<file path="src/rtl/i2s_tdm_tx.sv">
// I2S / left-justified TDM master transmitter.
// Generates SCLK/LRCLK from iClk and serialises a double-buffered frame.
module i2s_tdm_tx #(
  parameter int DATA_WIDTH = 24,
  parameter int SLOT_WIDTH = 32,
  parameter int CHANNELS   = 2,
  parameter int SCLK_DIV   = 4
) (
  input  logic                           iClk,
  input  logic                           iRst,
  input  logic                           iEN,
  input  logic                           iMODE,
  input  logic [CHANNELS*DATA_WIDTH-1:0] ivDATA,
  input  logic                           iVALID,
  output logic                           oREADY,
  output logic                           oSCLK,
  output logic                           oLRCLK,
  output logic                           oSDATA,
  output logic                           oFRAME_START,
  output logic                           oUNDERRUN
);

  localparam int FRAME  = CHANNELS * SLOT_WIDTH;
  localparam int DW_ALL = CHANNELS * DATA_WIDTH;
  localparam int BW     = $clog2(FRAME);
  localparam int CW     = (SCLK_DIV > 1) ? $clog2(SCLK_DIV) : 1;

  typedef enum logic [1:0] {
    IDLE,
    RUN,
    TAIL
  } state_t;

  state_t              state;
  logic [CW-1:0]       divCnt;
  logic [BW-1:0]       bitCnt;
  logic [FRAME-1:0]    shiftReg;
  logic [DW_ALL-1:0]   holdData;
  logic                holdFull;
  logic                modeLj;

  logic                divWrap;
  logic                fallEdge;
  logic                lastBit;
  logic                fsEdge;
  logic                accept;
  logic                underrun;
  logic                holdFullNext;
  logic [DW_ALL-1:0]   loadData;
  logic [FRAME-1:0]    nextFrame;

  // Frame bit 0 sits in the MSB so shifting left walks the frame in order.
  function automatic logic [FRAME-1:0] packFrame(
    input logic [DW_ALL-1:0] d
  );
    logic [FRAME-1:0] f;
    f = '0;
    for (int s = 0; s < CHANNELS; s++) begin
      for (int k = 0; k < DATA_WIDTH; k++) begin
        f[FRAME-1-(s*SLOT_WIDTH+k)] =
          d[s*DATA_WIDTH+DATA_WIDTH-1-k];
      end
    end
    return f;
  endfunction

  always_comb begin
    divWrap  = divCnt == CW'(SCLK_DIV - 1);
    fallEdge = (state != IDLE) && divWrap && oSCLK;
    lastBit  = bitCnt == BW'(FRAME - 1);
    fsEdge   = iEN && ((state == IDLE) ||
               (state == RUN && fallEdge && lastBit));
    accept   = iVALID && oREADY;
    underrun = fsEdge && !holdFull && !accept;
    loadData = holdFull ? holdData :
               (accept ? ivDATA : '0);
    holdFullNext = fsEdge ? 1'b0 : (holdFull || accept);
    nextFrame = packFrame(loadData);
  end

  always_ff @(posedge iClk) begin
    if (iRst) begin
      state        <= IDLE;
      divCnt       <= '0;
      bitCnt       <= '0;
      shiftReg     <= '0;
      holdData     <= '0;
      holdFull     <= 1'b0;
      modeLj       <= 1'b0;
      oREADY       <= 1'b0;
      oSCLK        <= 1'b0;
      oLRCLK       <= 1'b0;
      oSDATA       <= 1'b0;
      oFRAME_START <= 1'b0;
      oUNDERRUN    <= 1'b0;
    end else begin
      holdFull     <= holdFullNext;
      oREADY       <= !holdFullNext;
      oFRAME_START <= fsEdge;
      oUNDERRUN    <= underrun;
      if (accept && !fsEdge) holdData <= ivDATA;
      if (fsEdge) begin
        shiftReg <= nextFrame;
        modeLj   <= iMODE;
      end
      unique case (state)
        IDLE: begin
          divCnt <= '0;
          oSCLK  <= 1'b0;
          bitCnt <= '0;
          oLRCLK <= 1'b0;
          oSDATA <= (iEN && iMODE) ? nextFrame[FRAME-1] : 1'b0;
          if (iEN) state <= RUN;
        end
        RUN: begin
          divCnt <= divWrap ? '0 : divCnt + 1'b1;
          if (divWrap) oSCLK <= !oSCLK;
          if (fallEdge) begin
            if (!lastBit) begin
              bitCnt   <= bitCnt + 1'b1;
              oLRCLK   <= bitCnt >= BW'(FRAME/2 - 1);
              shiftReg <= shiftReg << 1;
              oSDATA   <= modeLj ? shiftReg[FRAME-2]
                                 : shiftReg[FRAME-1];
            end else if (iEN) begin
              bitCnt <= '0;
              oLRCLK <= 1'b0;
              oSDATA <= iMODE ? nextFrame[FRAME-1]
                              : shiftReg[FRAME-1];
            end else if (!modeLj) begin
              // I2S owes one more SCLK for the delayed last bit.
              state  <= TAIL;
              bitCnt <= '0;
              oLRCLK <= 1'b0;
              oSDATA <= shiftReg[FRAME-1];
            end else begin
              state  <= IDLE;
              divCnt <= '0;
              bitCnt <= '0;
              oLRCLK <= 1'b0;
              oSDATA <= 1'b0;
            end
          end
        end
        TAIL: begin
          divCnt <= divWrap ? '0 : divCnt + 1'b1;
          if (divWrap) oSCLK <= !oSCLK;
          if (fallEdge) begin
            state  <= IDLE;
            divCnt <= '0;
            oSDATA <= 1'b0;
          end
        end
        default: state <= IDLE;
      endcase
    end
  end

endmodule
</file>
<file path="config.mk">
export PLATFORM = sky130hd
export DESIGN_NAME = i2s_tdm_tx
export DESIGN_NICKNAME = d
export VERILOG_FILES = /design/src/rtl/i2s_tdm_tx.sv
export SDC_FILE = /design/constraint.sdc
export NUM_CORES = 1
export LEC_CHECK = 0
export CAP_MARGIN = 20
export CORE_ASPECT_RATIO = 1.2
export CORE_MARGIN = 2
export CORE_UTILIZATION = 50
export DETAILED_ROUTE_END_ITERATION = 16
export MAX_ROUTING_LAYER = met4
export PLACE_DENSITY = 0.8
export SYNTH_ARGS = -nofsm -noshare
export SYNTH_HDL_FRONTEND = slang
export SYNTH_SLANG_ARGS = --single-unit
</file>
<file path="constraint.sdc">
create_clock -name iClk -period 4 [get_ports iClk]
set_input_delay 0.6 -clock iClk [delete_from_list [all_inputs] [get_ports iClk]]
set_output_delay 0.6 -clock iClk [all_outputs]
set_load 0.01 [all_outputs]
</file>
==> results of run 1 <==
## cell usage after synthesis (2+ instances only)
master	instances	area [sq um]
nand4_1	2	12.5
nor3_1	18	90.1
nand3b_1	3	22.5
nor3_2	30	300
o21a_1	2	15.0
o22ai_1	2	12.5
nor2_1	78	293
a221oi_2	30	450
a221oi_1	18	158
buf_4	8	60.1
inv_1	8	30.0
mux2i_1	2	20.0
o21ai_0	5	25.0
nor2b_1	3	18.8
o21ai_1	4	20.0
nand3_1	5	25.0
nand2_1	107	402
or3_1	2	12.5
a22oi_1	17	128
dfxtp_1	130	2600
clkbuf_1	24	90.1
mux2_2	47	529
a21oi_1	65	325
ha_1	7	87.6
buf_2	20	100
buf_8	3	45.0
and2_1	2	12.5
## worst max-delay path by stage
| stage | start | to | slack, ns |
|---|---|---|---|
| after floorplan | state[0] | shiftReg[41] | 1.94 |
| after global placement | state[1] | holdData[23] | 1.34 |
| after detailed placement | state[0] | holdData[12] | 1.13 |
| after CTS | state[0] | holdData[47] | 1.10 |
| after global routing | state[0] | holdData[19] | 0.91 |
| final | state[0] | holdData[47] | 1.12 |
## flip-flops by register name, summed over array words and instances (netlist names)
name,flops
holdData,48
oUNDERRUN,1
state,2
oREADY,1
oSCLK,1
oFRAME_START,1
oLRCLK,1
bitCnt,6
divCnt,2
modeLj,1
oSDATA,1
holdFull,1
shiftReg,64
## final cells by class
class	count	area, sq um	share of cell area [%]
inverters	8	30.0	0.411
well taps	161	201	2.76
multi-input cells	466	3160	43.3
repair buffers	67	658	9.01
clock inverters	14	210	2.88
clock buffers	18	439	6.01
flip-flops and latches	130	2600	35.6
## routing by layer
layer / track usage [%] / vias up / routed length, um
met2: 39.7 / 116 / 7640
met4: 11.0 / 0 / 403
li1: - / 2419 / -
met1: 24.1 / 2502 / 5880
met5: - / - / 0
met3: 5.39 / 36 / 442
## power by group
part	switching [mW]	internal, mW	leakage [nW]	total (mW)
clock network	0.579	1.12	0.312	1.70
registers	0.0335	1.35	1.05	1.38
logic	0.221	0.178	1.23	0.399
total	0.834	2.64	2.60	3.48
## critical path, cell delays in order, from the launching register on
cell and delay, ns:
dfxtp_1 0.34, inv_1 0.12, ha_1 0.45, and4b_1 0.39, a31oi_4 0.32, o21a_2 0.84
nand2_1 0.16, a21oi_1 0.17
## kinds of logic after synthesis
family	Yosys count
fa+ha+maj	7
buf+inv	64
flops	130
mux	49
simple gates	260
compound gates	150
## stage by stage
stage	total power [mW]	std cells	setup WS [ns]	hold WS [ns]
after floorplan	1.68	660	1.94	0.428
after global placement	1.78	831	1.34	0.437
after detailed placement	1.80	832	1.13	0.447
after CTS	3.49	864	1.10	0.454
after global routing	3.59	864	0.914	0.466
final	3.48	864	1.12	0.453
==> summary.md, run 1 <==
| Metric | Value |
|---|---|
| Slew HR | `about a third` |
| Post-synthesis xor/xnor area fraction | `0%` |
| WP data required | `between 4 and 5 ns` |
| Die Ht | `between 100 and 150 um` |
| Slew @ Worst Pin | `between 1 and 1.5 ns` |
| Antenna diodes | `0` |
| Seq cells post-synth | `130` |
| Minimum clock period | `slightly below 3 ns` |
| Pwr/cell area | `between 400 and 500 mW/mm^2` |
| I/O pin total | `59` |
| Crit end category | `register` |
| Synth warnings | `0` |
| CTS Buffer Depth | `2` |
| Most common cell after layout, fill and taps aside | `dfxtp_1` |
| Mapped cell area | `between 0.006 and 0.007 sq mm` |
| DIE AREA | `0.0130 sq mm` |
| Vias in the first global route | `5172` |
| Via Count | `slightly above 5000` |
| Hold endpoint | `holdData[28]` |
| Reg2reg end | `holdData[47]` |
| Vias per std cell | `roughly 5.9` |
| Hold Buf Count CTS | `0` |
| Util after Layout | `between 60% and 70%` |
| CTS Sinks | `between 100 and 150` |
| Grt total ovfl | `0` |
| Reg2reg setup slack | `approximately 1.1 ns` |
| Fill cell count | `~990` |
| Die width | `~100 um` |
| DRT Wirelength | `~14 mm` |
| Critical Path Start Type | `register` |
| Cell Area, Placed | `0.00666 sq mm` |
| Area growth from synthesis to layout | `20.7%` |
| Initial core utilization | `50.7%` |
| Syn Inst Count | `660` |
| Fin area | `0.00730 sq mm` |
| H-Tree Level Count | `4` |
| Clk_lat worst skew | `roughly 0.42 ns` |
| RSZ-0062 raised after global routing | `no` |
| Multiplexer share of the synthesized area | `between 9 and 10%` |
| First-pass GRT wire length | `23.7 mm` |
| Outcome | `completed` |
| Final max-slew violation count | `0` |
| Post-Route Setup TNS | `0 ns` |
| GPL Wtd Cong | `0.845` |
| Initial antenna violation count | `0` |
| Predominant post-synthesis flop cell | `dfxtp_1` |
| Synth Area in Adders | `under 10%` |
| Drt pass-1 iters | `5` |
| Post-route DRC | `0` |
| CTS tree | `built` |
| CTS root buf | `clkbuf_16` |
| Share of cells above drive strength 1 | `22.6%` |
| EDFF count, synth | `0` |
| Syn Area/Cell | `about 9.2 sq um` |
| Worst min path class | `register to register` |
| Largest net degree at the start of global routing | `69` |
| Sequential element share of the synthesized area | `43.0%` |
| Ys async rst share | `0%` |
| Routed wire per std cell | `~17 um` |
| Setup violators final | `0` |
| Row cnt | `44` |
| Core area | `0.0119 sq mm` |
| Crit Path Class | `register to register` |
| Port Buffers | `58` |
| Lkg Pwr | `about 2.6 nW` |
| # nets final | `between 700 and 800` |
| CP arrival | `roughly 3.2 ns` |
| Peak VDD IR | `0.285 mV` |
| Worst-path fanout max | `48` |
| Clock-pin slew on the worst setup and hold paths | `approximately 0.06 ns` |
| Clock skew | `0.0109 ns` |
| Hold Vio Cnt, Final | `0` |
| Commonest cells after routing, fill and taps aside | `dfxtp_1 (129), nand2_1 (107), nor2_1 (78)` |
| Post-synth net total | `720` |
| CTS-repair resized insts | `0` |
| Path depth of the worst reg2reg path | `7` |
| FMAX | `between 300 and 400 MHz` |
| Hold path cells | `2` |
| Final ANT Viol Nets | `0` |
| CTS Buf Count | `17` |
| Largest family of logic cells by synthesized area | `simple AND/OR/NAND/NOR gates` |
| Post-CTS Setup Bufs | `0` |
| FF-to-FF Start | `state[0]` |
| Hold Crit Start | `holdData[28]` |
| Simple-gate area share of the yosys netlist | `a little over a fifth` |
| Final HPWL DP | `roughly 8.6 mm` |
| Total of max-cap violations | `0` |
| Drt initial violations | `between 300 and 400` |
| Final period util | `between 70% and 80%` |
| Synth cell types | `45` |
| Post-synthesis compound-gate area fraction | `about a fifth` |
| Gr usage total | `22.8%` |
Note: power is estimated with default switching activity, not from simulation.
==> run 2, diff against run 1 <==
==> constraint.sdc (replaced) <==
create_clock -name iClk -period 2.9 [get_ports iClk]
set_input_delay 0.435 -clock iClk [delete_from_list [all_inputs] [get_ports iClk]]
set_output_delay 0.435 -clock iClk [all_outputs]
set_load 0.01 [all_outputs]
==> summary.md, run 2 (synthesis gave the netlist of run 1 again) <==
| Metric | Value |
|---|---|
| Outcome | `completed` |
| DRT Wirelength | `13.6 mm (-5.2%)` |
| Hold path cells | `4 (+2)` |
| Vias in the first global route | `4869 (-5.9%)` |
| Hold Vio Cnt, Final | `0 (unchanged)` |
| CP arrival | `2.99 ns (-0.22 ns)` |
| Biggest register | `shiftReg` |
| Die width | `104 um (unchanged)` |
| First-pass GRT wire length | `23.1 mm (-2.6%)` |
| Row cnt | `44 (unchanged)` |
| CTS Sinks | `130 (unchanged)` |
| Worst stage delay on the critical path | `0.83 ns (about the same)` |
| Biggest registers after layout | `shiftReg (64), holdData (48), bitCnt (6)` |
| CTS root buf | `clkbuf_16` |
| H-Tree Level Count | `4 (unchanged)` |
| Total power | `4.94 mW (+42%)` |
| Share of cells above drive strength 1 | `22.7% (+0.078 points)` |
| Int Pwr | `3.81 mW (+44%)` |
| Slew @ Worst Pin | `0.991 ns (-0.0225 ns)` |
| I/O pin total | `59 (unchanged)` |
| Grt total ovfl | `0 (unchanged)` |
| Area growth from synthesis to layout | `22.2%` |
| CTS Buffer Depth | `2 (unchanged)` |
| Final HPWL DP | `8.09 mm (-6.2%)` |
| Util after Layout | `61.9% (+0.78 points)` |
| Reg2reg setup slack | `0.24 ns (-0.88 ns)` |
| Slew HR | `34.0% (+1.5 points)` |
| Hold Buf Count CTS | `0 (unchanged)` |
| Max reg flops | `64 (unchanged)` |
| # nets final | `752 (+0.27%)` |
| CTS-repair resized insts | `0 (unchanged)` |
| FMAX | `376 MHz (+8.4%)` |
| Total of max-cap violations | `0 (unchanged)` |
| RSZ-0062 raised after global routing | `no` |
| Crit-path cells | `inv_1 > ha_1 > and4b_1 > a31oi_4 > o21a_2 > nand2_1 > a21oi_1` |
| Clock-pin slew on the worst setup and hold paths | `0.06 ns (about the same)` |
| Post-CTS Setup Bufs | `0 (unchanged)` |
| Routed wire per std cell | `15.7 um (-5.4%)` |
| Crit end category | `register` |
| Clock network power share | `50.3% (+1.4 points)` |
| Net switching power | `1.14 mW (+36%)` |
| Crit. Startpoint | `state[1]` |
| Sequential share of power | `38.3% (-1.4 points)` |
| Drt initial violations | `339 (-2.9%)` |
| Comb power frac | `11.4% (about the same)` |
| Worst min path class | `primary input to register` |
| Initial antenna violation count | `0 (unchanged)` |
| FF-to-FF Start | `state[1]` |
| Final period util | `91.7% (+20 points)` |
| GPL Wtd Cong | `0.809 (-4.3%)` |
| Post-route DRC | `0 (unchanged)` |
| Pwr/cell area | `668 mW/mm^2 (+40%)` |
| Final ANT Viol Nets | `0 (unchanged)` |
| Gr usage total | `22.1% (-0.67 points)` |
| DIE AREA | `0.0130 sq mm (unchanged)` |
| Clock skew | `0.00750 ns (-0.00343 ns)` |
| Commonest cells after routing, fill and taps aside | `dfxtp_1 (129), nand2_1 (107), nor2_1 (78)` |
| Vias per std cell | `5.69 (-3.1%)` |
| Largest net degree at the start of global routing | `131 (+90%)` |
| Place WS | `0.269 ns (-0.857 ns)` |
| Hold Crit Start | `iRst` |
| Lkg Pwr | `2.63 nW (+1.4%)` |
| Minimum clock period | `2.66 ns (-0.223 ns)` |
| Clk_lat worst skew | `0.41 ns (about the same)` |
| Worst setup slack after layout | `0.242 ns (-0.877 ns)` |
| Reg2reg end | `holdData[42]` |
| Initial core utilization | `50.7% (unchanged)` |
| Setup violators final | `0 (unchanged)` |
| CTS tree | `built` |
| Peak VDD IR | `0.445 mV (+56%)` |
| Via Count | `4925 (-2.9%)` |
| Core area | `0.0119 sq mm (unchanged)` |
| Die Ht | `125 um (unchanged)` |
| Crit Path Class | `register to register` |
| WP data required | `3.24 ns (-1.09 ns)` |
| Post-Route Setup TNS | `0 ns (unchanged)` |
| Path depth of the worst reg2reg path | `7 (unchanged)` |
| CTS Buf Count | `17 (unchanged)` |
| Drt pass-1 iters | `5 (unchanged)` |
| Antenna diodes | `0 (unchanged)` |
| Crit path max-delay cell type | `o21a_2` |
| Critical Path Start Type | `register` |
| Worst-path fanout max | `48 (unchanged)` |
| Sw frac | `23.0% (-1.0 points)` |
| Final max-slew violation count | `0 (unchanged)` |
| Hold endpoint | `divCnt[1]` |
| Port Buffers | `58 (unchanged)` |
| Most common cell after layout, fill and taps aside | `dfxtp_1` |
run 2: worst max-delay path by stage:
stage,depth (start not counted),endpoint,slack [ns]
finish,7,holdData[42],0.24
global route,7,holdData[42],0.02
CTS,7,holdData[42],0.24
detailed placement,7,holdData[31],0.27
global placement,7,holdData[23],0.38
floorplan,10,shiftReg[41],0.84
run 2: area by class of cell:
type	count	area, sq um
fill	967	4550
clock inverter	14	260
inverter	8	30.0
timing repair buffer	69	711
tap	161	201
clock buffer	18	429
multi-input combinational	466	3160
sequential	130	2600
run 2: metrics by stage:
stage / std cells / hold slack (ns) / area [sq um]
2_1_floorplan: 660 / 0.428 / 6050
3_3_place_gp: 834 / 0.438 / 6710
3_5_place_dp: 834 / 0.445 / 6710
4_1_cts: 866 / 0.426 / 7400
5_1_grt: 866 / 0.451 / 7400
6_report: 866 / 0.436 / 7400
run 2: critical path, delay by kind of cell, from the launching register on:
family / cells / cell delay, ns
simple gates: 2 / 0.50
compound gates: 3 / 1.33
flops: 1 / 0.37
buf+inv: 1 / 0.10
fa+ha+maj: 1 / 0.26
run 2: routing by layer:
layer	vias to the layer above	track usage, %	part of all wire [%]
met2	119	36.5	51
met5	-	-	0
li1	2420	-	-
met4	0	8.11	1.8
met3	26	5.02	3.8
met1	2360	26.3	43
run 2: power groups by stage:
| stage | registers [mW] | clock network (mW) | logic [mW] |
|---|---|---|---|
| floorplan | 1.92 | 0 | 0.387 |
| global placement | 1.93 | 0 | 0.538 |
| detailed placement | 1.93 | 0 | 0.559 |
| CTS | 1.89 | 2.51 | 0.566 |
| global route | 1.90 | 2.60 | 0.610 |
| finish | 1.89 | 2.49 | 0.565 |
